[src/rtl/alu_pkg.sv]
// Shared definitions for the arbitrated ALU:
// opcodes, FSM states and the default datapath width.
package alu_pkg;

  localparam int DEF_WIDTH = 64;

  localparam logic [3:0] ALU_AND   = 4'b0000;
  localparam logic [3:0] ALU_OR    = 4'b0001;
  localparam logic [3:0] ALU_ADD   = 4'b0010;
  localparam logic [3:0] ALU_SUB   = 4'b0110;
  localparam logic [3:0] ALU_PASSB = 4'b0111;
  localparam logic [3:0] ALU_NOR   = 4'b1100;

  typedef enum logic [1:0] {
    IDLE,
    EXEC,
    RESP
  } state_t;

endpackage

[src/rtl/alu_core.sv]
// Combinational ALU: one result, zero flag and
// an error flag for unsupported opcodes.
module alu_core
  import alu_pkg::*;
#(
  parameter int WIDTH = DEF_WIDTH
) (
  input  logic [3:0]       op,
  input  logic [WIDTH-1:0] a,
  input  logic [WIDTH-1:0] b,
  output logic [WIDTH-1:0] result,
  output logic             zero,
  output logic             err
);

  always_comb begin
    result = '0;
    err    = 1'b0;
    case (op)
      ALU_AND:   result = a & b;
      ALU_OR:    result = a | b;
      ALU_ADD:   result = a + b;
      ALU_SUB:   result = a - b;
      ALU_PASSB: result = b;
      ALU_NOR:   result = ~(a | b);
      default: begin
        result = '0;
        err    = 1'b1;
      end
    endcase
  end

  assign zero = (result == '0);

endmodule

[src/rtl/alu_arbiter.sv]
// Round-robin arbiter sharing one registered ALU
// between N_REQ requesters, one transaction in flight.
module alu_arbiter
  import alu_pkg::*;
#(
  parameter int WIDTH = DEF_WIDTH,
  parameter int N_REQ = 2
) (
  input  logic                   clk,
  input  logic                   rst,
  input  logic [N_REQ-1:0]       req_valid,
  output logic [N_REQ-1:0]       req_ready,
  input  logic [4*N_REQ-1:0]     req_op,
  input  logic [WIDTH*N_REQ-1:0] req_a,
  input  logic [WIDTH*N_REQ-1:0] req_b,
  output logic [N_REQ-1:0]       rsp_valid,
  input  logic [N_REQ-1:0]       rsp_ready,
  output logic [WIDTH-1:0]       rsp_result,
  output logic                   rsp_zero,
  output logic                   rsp_err,
  output logic                   busy
);

  localparam int IW = (N_REQ > 1) ? $clog2(N_REQ) : 1;

  state_t state, state_nx;

  logic [IW-1:0]    gnt_idx, last_idx, win;
  logic [3:0]       op_q;
  logic [WIDTH-1:0] a_q, b_q, result_q;
  logic             zero_q, err_q;
  logic [WIDTH-1:0] alu_res;
  logic             alu_zero, alu_err;
  logic             any, accept, done;

  // Smallest offset from last wins; scanning
  // backwards lets the nearest valid overwrite.
  function automatic logic [IW-1:0] rr_pick(
    input logic [N_REQ-1:0] v,
    input logic [IW-1:0]    last
  );
    logic [IW-1:0] w;
    int            j;
    w = last;
    for (int k = N_REQ; k >= 1; k--) begin
      j = (int'(last) + k) % N_REQ;
      if (v[j]) w = IW'(j);
    end
    return w;
  endfunction

  assign win    = rr_pick(req_valid, last_idx);
  assign any    = |req_valid;
  assign accept = (state == IDLE) && any;
  assign done   = (state == RESP) && rsp_ready[gnt_idx];

  always_ff @(posedge clk or posedge rst) begin
    if (rst) state <= IDLE;
    else     state <= state_nx;
  end

  always_comb begin
    state_nx = state;
    unique case (state)
      IDLE:    if (accept) state_nx = EXEC;
      EXEC:    state_nx = RESP;
      RESP:    if (done) state_nx = IDLE;
      default: state_nx = IDLE;
    endcase
  end

  always_comb begin
    req_ready = '0;
    rsp_valid = '0;
    busy      = (state != IDLE);
    if (accept)         req_ready[win]     = 1'b1;
    if (state == RESP)  rsp_valid[gnt_idx] = 1'b1;
  end

  always_ff @(posedge clk or posedge rst) begin
    if (rst) begin
      gnt_idx  <= '0;
      last_idx <= IW'(N_REQ - 1);
      op_q     <= '0;
      a_q      <= '0;
      b_q      <= '0;
      result_q <= '0;
      zero_q   <= 1'b0;
      err_q    <= 1'b0;
    end else begin
      if (accept) begin
        gnt_idx <= win;
        op_q    <= req_op[int'(win)*4 +: 4];
        a_q     <= req_a[int'(win)*WIDTH +: WIDTH];
        b_q     <= req_b[int'(win)*WIDTH +: WIDTH];
      end
      if (state == EXEC) begin
        result_q <= alu_res;
        zero_q   <= alu_zero;
        err_q    <= alu_err;
      end
      if (done) last_idx <= gnt_idx;
    end
  end

  alu_core #(.WIDTH(WIDTH)) u_core (
    .op     (op_q),
    .a      (a_q),
    .b      (b_q),
    .result (alu_res),
    .zero   (alu_zero),
    .err    (alu_err)
  );

  assign rsp_result = result_q;
  assign rsp_zero   = zero_q;
  assign rsp_err    = err_q;

endmodule

[config.mk]
export PLATFORM = sky130hd
export DESIGN_NAME = alu_arbiter
export DESIGN_NICKNAME = d
export VERILOG_FILES = /design/src/rtl/alu_pkg.sv /design/src/rtl/alu_core.sv /design/src/rtl/alu_arbiter.sv
export SDC_FILE = /design/constraint.sdc
export NUM_CORES = 1
export LEC_CHECK = 0
export BUFFER_PORTS_ARGS = -buffer_cell sky130_fd_sc_hd__buf_2
export CAP_MARGIN = 10
export CORE_ASPECT_RATIO = 0.8
export CORE_UTILIZATION = 43
export DETAILED_ROUTE_END_ITERATION = 7
export SLEW_MARGIN = 20
export SYNTH_ARGS = -nofsm -noshare
export SYNTH_HDL_FRONTEND = slang
export SYNTH_SLANG_ARGS = --single-unit
[constraint.sdc]
create_clock -name clk -period 17.85 [get_ports clk]
set_input_delay 3.57 -clock clk [delete_from_list [all_inputs] [get_ports clk]]
set_output_delay 3.57 -clock clk [all_outputs]
set_load 0.03 [all_outputs]
==> results of run 1 <==
==> cell usage after synthesis (all sizes together) (15+ instances only) <==
master  number
nor3        44
and3        15
inv         27
nand3       32
o21ai      261
o31ai       33
nor2       111
clkbuf     151
a21oi      133
nand4       34
a221oi      19
xor2        63
a21o        21
xnor2       42
ha          66
nand2      294
mux2i      137
maj3        55
or3         18
nor4        15
dfrtp      201
a22o        63
a31oi       20
buf         46
==> path summary, 6_finish.rpt <==
kind,slack [ps],end,startpoint
max,9230,req_ready[1],req_valid[1]
min,470,rsp_result[61]$_DFFE_PP0N_,rsp_result[61]$_DFFE_PP0N_
max reg2reg,9540,rsp_zero$_DFFE_PP0N_,b_q[2]$_DFFE_PP0P_
min reg2reg,470,rsp_result[61]$_DFFE_PP0N_,rsp_result[61]$_DFFE_PP0N_
max in group asynchronous,13410,gnt_idx$_DFFE_PP0P_,rst
min in group asynchronous,3090,a_q[4]$_DFFE_PP0P_,rst
==> worst reg2reg max path, stage by stage (launching register included) <==
cell	delay (ps)
dfrtp_1	500
nor4_1	390
nand2_1	220
nor3_1	750
and3_1	330
nand2_1	140
or3_1	430
or3_1	390
or3_1	510
o31ai_1	740
o21ai_0	240
xnor2_1	180
ha_1	380
nand2_1	130
or2_2	320
or3_1	350
o221ai_1	200
xnor2_1	140
o21ai_0	120
or3_2	490
nor4_1	390
nand4_1	120
or4b_1	540
o31ai_2	210
==> final cells by class <==
class,instances,area (µm²)
timing repair buffer,364,1900
fill,3827,19700
tap,536,671
sequential,202,5060
clock inverter,13,209
inverter,27,109
clock buffer,28,634
multi-input combinational,1681,11200
==> state kept, by name, summed over array words and instances (netlist names) <==
register,cells
a_q,64
b_q,64
rsp_result,64
op_q,4
state,2
gnt_idx,1
last_idx,1
rsp_err,1
rsp_zero,1
==> kinds of logic (layout without fill, tap and decap cells) <==
kind of cell | count (synthesis) | count (layout)
compound gates | 682 | 682
simple gates | 631 | 631
buf+inv | 226 | 432
flops | 202 | 202
mux | 141 | 141
fa+ha+maj | 122 | 122
xor+xnor | 105 | 105
==> cell usage in the layout (no fill, tap or decap), drive strengths merged, types with 13 or more instances in the layout <==
cell,count
buf,364
nand2,294
o21ai,261
dfrtp,201
mux2i,137
a21oi,133
nor2,111
ha,66
xor2,63
a22o,63
maj3,55
nor3,44
xnor2,42
nand4,34
o31ai,33
nand3,32
clkbuf,28
inv,27
a21o,21
a31oi,20
a221oi,19
or3,18
nor4,15
and3,15
o21a,13
or4,13
==> power groups by stage <==
stage	registers, mW	logic [mW]	clock network (mW)
floorplan	0.821	2.49	0
global placement	0.932	3.18	0
detailed placement	0.941	3.19	0
CTS	0.934	3.21	0.545
global route	0.970	3.59	0.560
finish	0.937	3.29	0.530
==> through the flow <==
step	power (mW)	hold WS, ps	instances
3_5_place_dp	4.13	466	2809
6_report	4.76	472	2851
5_1_grt	5.12	500	2851
3_3_place_gp	4.11	458	2809
4_1_cts	4.69	480	2850
2_1_floorplan	3.31	478	2109
==> per-layer routing <==
layer	up-vias	track usage, %	share of wire [%]
met5	-	0	0
met2	664	40.9	41
met3	82	6.20	8.8
li1	8106	-	-
met1	7959	41.8	48
met4	0	6.15	2.3
==> reports/results.ini, run 1 <==
[logic_synthesis]
synthMuxAreaShare_pct=8.24
syn-mean-instance-area_um2=8.15
syn_area_um2=17200
synthesis.nets=2446
synthArstFlopShare_pct=100
postSynthRegisterBits=202
synthAdderAreaFrac_pct=8.12
synth_compound_area_share_pct=26.0
synth_top_area_cell=dfrtp_1
synthXorXnorAreaFrac_pct=5.35
synthFlopType=dfrtp_1
ys_seq_area_share_pct=29.4
yosys_warnings=0
ys_types=98
synth_edf_count=0
synthSimpleGateAreaFrac_pct=16.9
synthTopCellsByArea=dfrtp_1, mux2i_1, o21ai_0
yosysTopAreaCellShare_pct=29.3
synth_top_family_by_area=compound AO/OA/AOI/OAI gates
synth_cells=2109

[die]
die_area_um2=40800
ios=341
rows=65
dieHeight_um=181
start_util_pct=43.6
core_um2=39400
die_width_um=226

[routing]
drt_pass1_iterations=5
wl_per_cell_um=20.4
vias_per_cell=5.90
drtIter0Drc=1604
route.detailed.drc=0
wl_mm=58.1
ant_nets=0
route.vias.total=16800

[power]
clock_power_share_pct=11.1
powerDensity_nw_per_um2=241
p_switching_mw=2.61
p_seq_share_pct=19.7
pwr-share-comb_pct=69.1
p_leak_nw=9.10
internal-power_mw=2.15
switching_share_pct=54.8
ir_drop_uv=132

[place]
dpl.hpwl_mm=43.8
gp_congestion=1.00
placed_cell_area_um2=18900
pre_cts_slack_ps=9210
port-buffer-count=340

[timing]
post-route-min-period_ps=8620
maxSlewHeadroom_pct=14.0
finalSetupViolations=0
grt_setup_unrepaired=false
hold_viol=0
fin_tns_setup_ps=0
period_share_pct=48.3
slew_viol_final=0
worstMarginPinSlew_ps=1270
fmax_mhz=116
fin_worst_skew_ps=17.7
fin_ws_ps=9230

[global_routing]
grt_usage_pct=28.0
grt_pass1_vias=15700
antenna_found_initial=0
grt_max_degree=108
grt.overflow.total=0
grt_pass1_wl_mm=89.8

[hold_path]
holdPathStages=1
hold_class=reg -> reg

[run]
drv_cap=0

[cts]
hold_buffers=0
cts_resized=0
clk_pin_slew_ps=60
post-cts-setup-buffer-count=0
clockRootBuffer=clkbuf_16
cts_sinks=202
clk_latency_ps=540
cts_buffers=23
cts_buffer_depth=3
htreeDepth=1
cts_tree=yes

[worst_setup_path]
slowest_delay_ps=600
worst_path_max_delay_cell=o21ai_4
critPathTopFamily=buffers and inverters
cpMostUsedCell=buf_2
crit_cells=5
setup.worst_path.start_class=input pin
reg2regPathDepth=23
crit_path_end_kind=output pin
crit_required_ps=14280
crit_path_cell_trace=buf_2 -> o21ai_4 -> buf_4 -> nor2_1 -> buf_2
crit_path_max_fanout=24
path_buf_inv=3
crit_type=in -> out
worst_ep_arrival_time_ps=5050

[finish]
fin_util_pct=50.0
fin_area_um2=19700
nNetsFinal=2636
area_growth_pct=14.8
drive_gt1_share_pct=20.0
insertedDiodeCount=0

[run_status]
status=completed

No activity file was read; power rests on OpenSTA's default activity.
==> run 2, diff against run 1 <==
- ABC_AREA: unset -> 1
- PLACE_DENSITY: unset -> 0.67
- clock period: 17.85 -> 7.33 ns (I/O delays scaled with it)
==> run 2 against run 1 <==
Synthesized cell count rose by 41%; clock-buffer cell count increased by 2; clock skew grew 4.3 ps; clock power rose by 130%; wire length up 48%; largest power group unchanged; first-iteration DRC count increased by 72%; critical endpoint is now rsp_zero$_DFFE_PP0N_.
==> reports/results.ini, run 2 <==
[logic_synthesis]
synthFlopType=dfrtp_1  ; unchanged
ys_seq_area_share_pct=27.7  ; was 29.4%
synthesis.nets=3318  ; was 2446
synth_cells=2981  ; was 2109
syn_area_um2=18300  ; was 17200 µm²
synth_top_area_cell=dfrtp_1  ; unchanged
synthTopCellsByArea=dfrtp_1, nand2_1, inv_1  ; was dfrtp_1, mux2i_1, o21ai_0
syn-mean-instance-area_um2=6.12  ; was 8.15 µm²
synthArstFlopShare_pct=100  ; unchanged
yosysMostFrequentCell=nand2_1  ; unchanged
yosysTopAreaCellShare_pct=27.6  ; was 29.3%
synth_commonest_cells=nand2_1, inv_1, nor2_1  ; was nand2_1, o21ai_0, dfrtp_1
synth_edf_count=0  ; unchanged
ys_types=59  ; was 98
yosys_warnings=0  ; unchanged
postSynthRegisterBits=202  ; unchanged

[die]
ios=341  ; unchanged
die_area_um2=43300  ; was 40800 µm²
die_width_um=232  ; was 226 µm
start_util_pct=43.6  ; about the same
core_um2=41800  ; was 39400 µm²
dieHeight_um=186  ; was 181 µm
rows=67  ; was 65

[worst_setup_path]
r2r_start=b_q[0]$_DFFE_PP0P_  ; was b_q[2]$_DFFE_PP0P_
crit_required_ps=7830  ; was 14280 ps
crit_type=reg -> reg  ; was in -> out
worst_ep_arrival_time_ps=5870  ; was 5050 ps
setup.worst_path.start_class=register  ; was input pin
crit_path_end_kind=register  ; was output pin
startpoint=b_q[0]$_DFFE_PP0P_  ; was req_valid[1]
worst_path_max_delay_cell=a21oi_1  ; was o21ai_4
slowest_delay_ps=590  ; was 600 ps
cp-endpoint=rsp_zero$_DFFE_PP0N_  ; was req_ready[1]
r2r_end=rsp_zero$_DFFE_PP0N_  ; unchanged
cpMostUsedCell=nand2_1  ; was buf_2
crit_path_max_fanout=5  ; was 24
reg2regPathDepth=27  ; was 23
rrSetupSlack_ps=1960  ; was 9540 ps

[timing]
fin_tns_setup_ps=0  ; unchanged
fmax_mhz=186
maxSlewHeadroom_pct=16.6  ; was 14.0%
hold_viol=0  ; unchanged
fin_worst_skew_ps=22.0  ; was 17.7 ps
post-route-min-period_ps=5370
finalSetupViolations=0  ; unchanged
grt_setup_unrepaired=false  ; unchanged
period_share_pct=73.3
fin_ws_ps=1960  ; was 9230 ps
slew_viol_final=0  ; unchanged
worstMarginPinSlew_ps=1250  ; was 1270 ps

[cts]
cts_tree=yes  ; unchanged
hold_buffers=0  ; unchanged
cts_resized=0  ; unchanged
clk_pin_slew_ps=60  ; about the same
clockRootBuffer=clkbuf_16  ; unchanged
cts_sinks=202  ; unchanged
clk_latency_ps=580  ; was 540 ps
cts_buffer_depth=3  ; unchanged
cts_buffers=23  ; unchanged
htreeDepth=1  ; unchanged
post-cts-setup-buffer-count=0  ; unchanged

[run_status]
status=completed  ; unchanged

[power]
p_leak_nw=11.4  ; was 9.10 nW
pwr-share-comb_pct=72.2  ; was 69.1%
finalPower_mw=12.9  ; was 4.76 mW
p_switching_mw=7.96  ; was 2.61 mW
clock_power_share_pct=9.6  ; was 11.1%
p_seq_share_pct=18.1  ; was 19.7%
powerDensity_nw_per_um2=610  ; was 241 nW/µm²
ir_drop_uv=773  ; was 132 µV
internal-power_mw=4.96  ; was 2.15 mW
switching_share_pct=61.6  ; was 54.8%

[global_routing]
grt.overflow.total=0  ; unchanged
grt_usage_pct=39.0  ; was 28.0%
grt_pass1_vias=19800  ; was 15700
antenna_found_initial=1  ; was 0
grt_pass1_wl_mm=125  ; was 89.8 mm
grt_max_degree=94  ; was 108

[routing]
route.vias.total=22000  ; was 16800
wl_per_cell_um=22.4  ; was 20.4 µm
vias_per_cell=5.74  ; was 5.90
drt_pass1_iterations=6  ; was 5
wl_mm=85.9  ; was 58.1 mm
ant_nets=0  ; unchanged
route.detailed.drc=0  ; unchanged
drtIter0Drc=2763  ; was 1604

[place]
port-buffer-count=340  ; unchanged
pre_cts_slack_ps=2230  ; was 9210 ps
dpl.hpwl_mm=69.3  ; was 43.8 mm
gp_congestion=1.05  ; was 1.00

[finish]
mostFrequentLayoutCells=nand2_1, inv_1, buf_2  ; was buf_2, nand2_1, o21ai_0
final_common_cell=nand2_1  ; was buf_2
insertedDiodeCount=0  ; unchanged
drive_gt1_share_pct=14.3  ; was 20.0%
nNetsFinal=3603  ; was 2636
area_growth_pct=16.0  ; was 14.8%

[run]
drv_cap=0  ; unchanged

[hold_path]
hold_class=reg -> reg  ; unchanged

==> run 2: how the worst min path moves through the flow <==
stage	from	endpoint	slack, ps	cells after the start
after floorplan	last_idx$_DFFE_PP1P_	last_idx$_DFFE_PP1P_	480	2
after global placement	rsp_result[40]$_DFFE_PP0N_	rsp_result[40]$_DFFE_PP0N_	460	2
after detailed placement	rsp_result[42]$_DFFE_PP0N_	rsp_result[42]$_DFFE_PP0N_	470	2
after CTS	rsp_result[42]$_DFFE_PP0N_	rsp_result[42]$_DFFE_PP0N_	480	2
after global routing	rsp_result[42]$_DFFE_PP0N_	rsp_result[42]$_DFFE_PP0N_	510	2
final	rsp_result[39]$_DFFE_PP0N_	rsp_result[39]$_DFFE_PP0N_	480	2
==> run 2: critical path: cells and delay by family, from the launching register on <==
kind / cells / cell delay, ps
XOR/XNOR: 1 / 190
AND/OR/NAND/NOR: 16 / 2000
flip-flops: 1 / 410
AO/OA/AOI/OAI: 6 / 1730
adder cells (fa/ha/maj): 2 / 670
buffers and inverters: 2 / 320
==> run 2: power by group through the flow <==
stage	combinational (mW)	sequential [mW]	clock (mW)
after floorplan	5.73	2.30	0
after CTS	8.96	2.30	1.25
after global routing	10.1	2.38	1.29
after detailed placement	8.92	2.31	0
final	9.33	2.34	1.24
after global placement	8.85	2.29	0
==> run 2: per-stage QoR <==
step | hold slack (ps) | cell area (µm²) | util (%) | std cells
after floorplan | 477 | 18300 | - | 2981
after global placement | 460 | 20400 | 48.7 | 3791
after detailed placement | 468 | 20400 | 48.7 | 3791
after CTS | 483 | 21200 | 50.6 | 3832
after global routing | 506 | 21200 | 50.6 | 3834
final | 477 | 21200 | 50.6 | 3834
==> run 2: logic make-up (layout without fill, tap and decap cells) <==
family | after synthesis | count (layout) | share of synthesized area, %
xor gates and xnor gates | 61 | 61 | 2.93
AOI/OAI and AO/OA | 391 | 391 | 14.3
buffers and inverters | 545 | 846 | 11.7
adders and majority gates | 67 | 67 | 4.63
DFF | 202 | 202 | 27.7
and+or+nand+nor | 1715 | 1715 | 38.8
==> run 2: cell type report <==
| cell class | instances | area, µm² |
|---|---|---|
| Tap cell | 552 | 691 |
| Fill cell | 4382 | 20700 |
| Clock inverter | 11 | 126 |
| Timing Repair Buffer | 358 | 1830 |
| Sequential cell | 202 | 5060 |
| Inverter | 447 | 1690 |
| Multi-Input combinational cell | 2234 | 11100 |
| Clock buffer | 30 | 662 |
==> run 2: layer usage <==
metal	track usage, %	vias to the layer above	wire length [µm]
li1	-	10100	-
met1	57.8	10400	39000
met2	53.1	1319	33200
met3	13.5	124	11500
met4	8.21	4	1950
met5	2.90	-	214
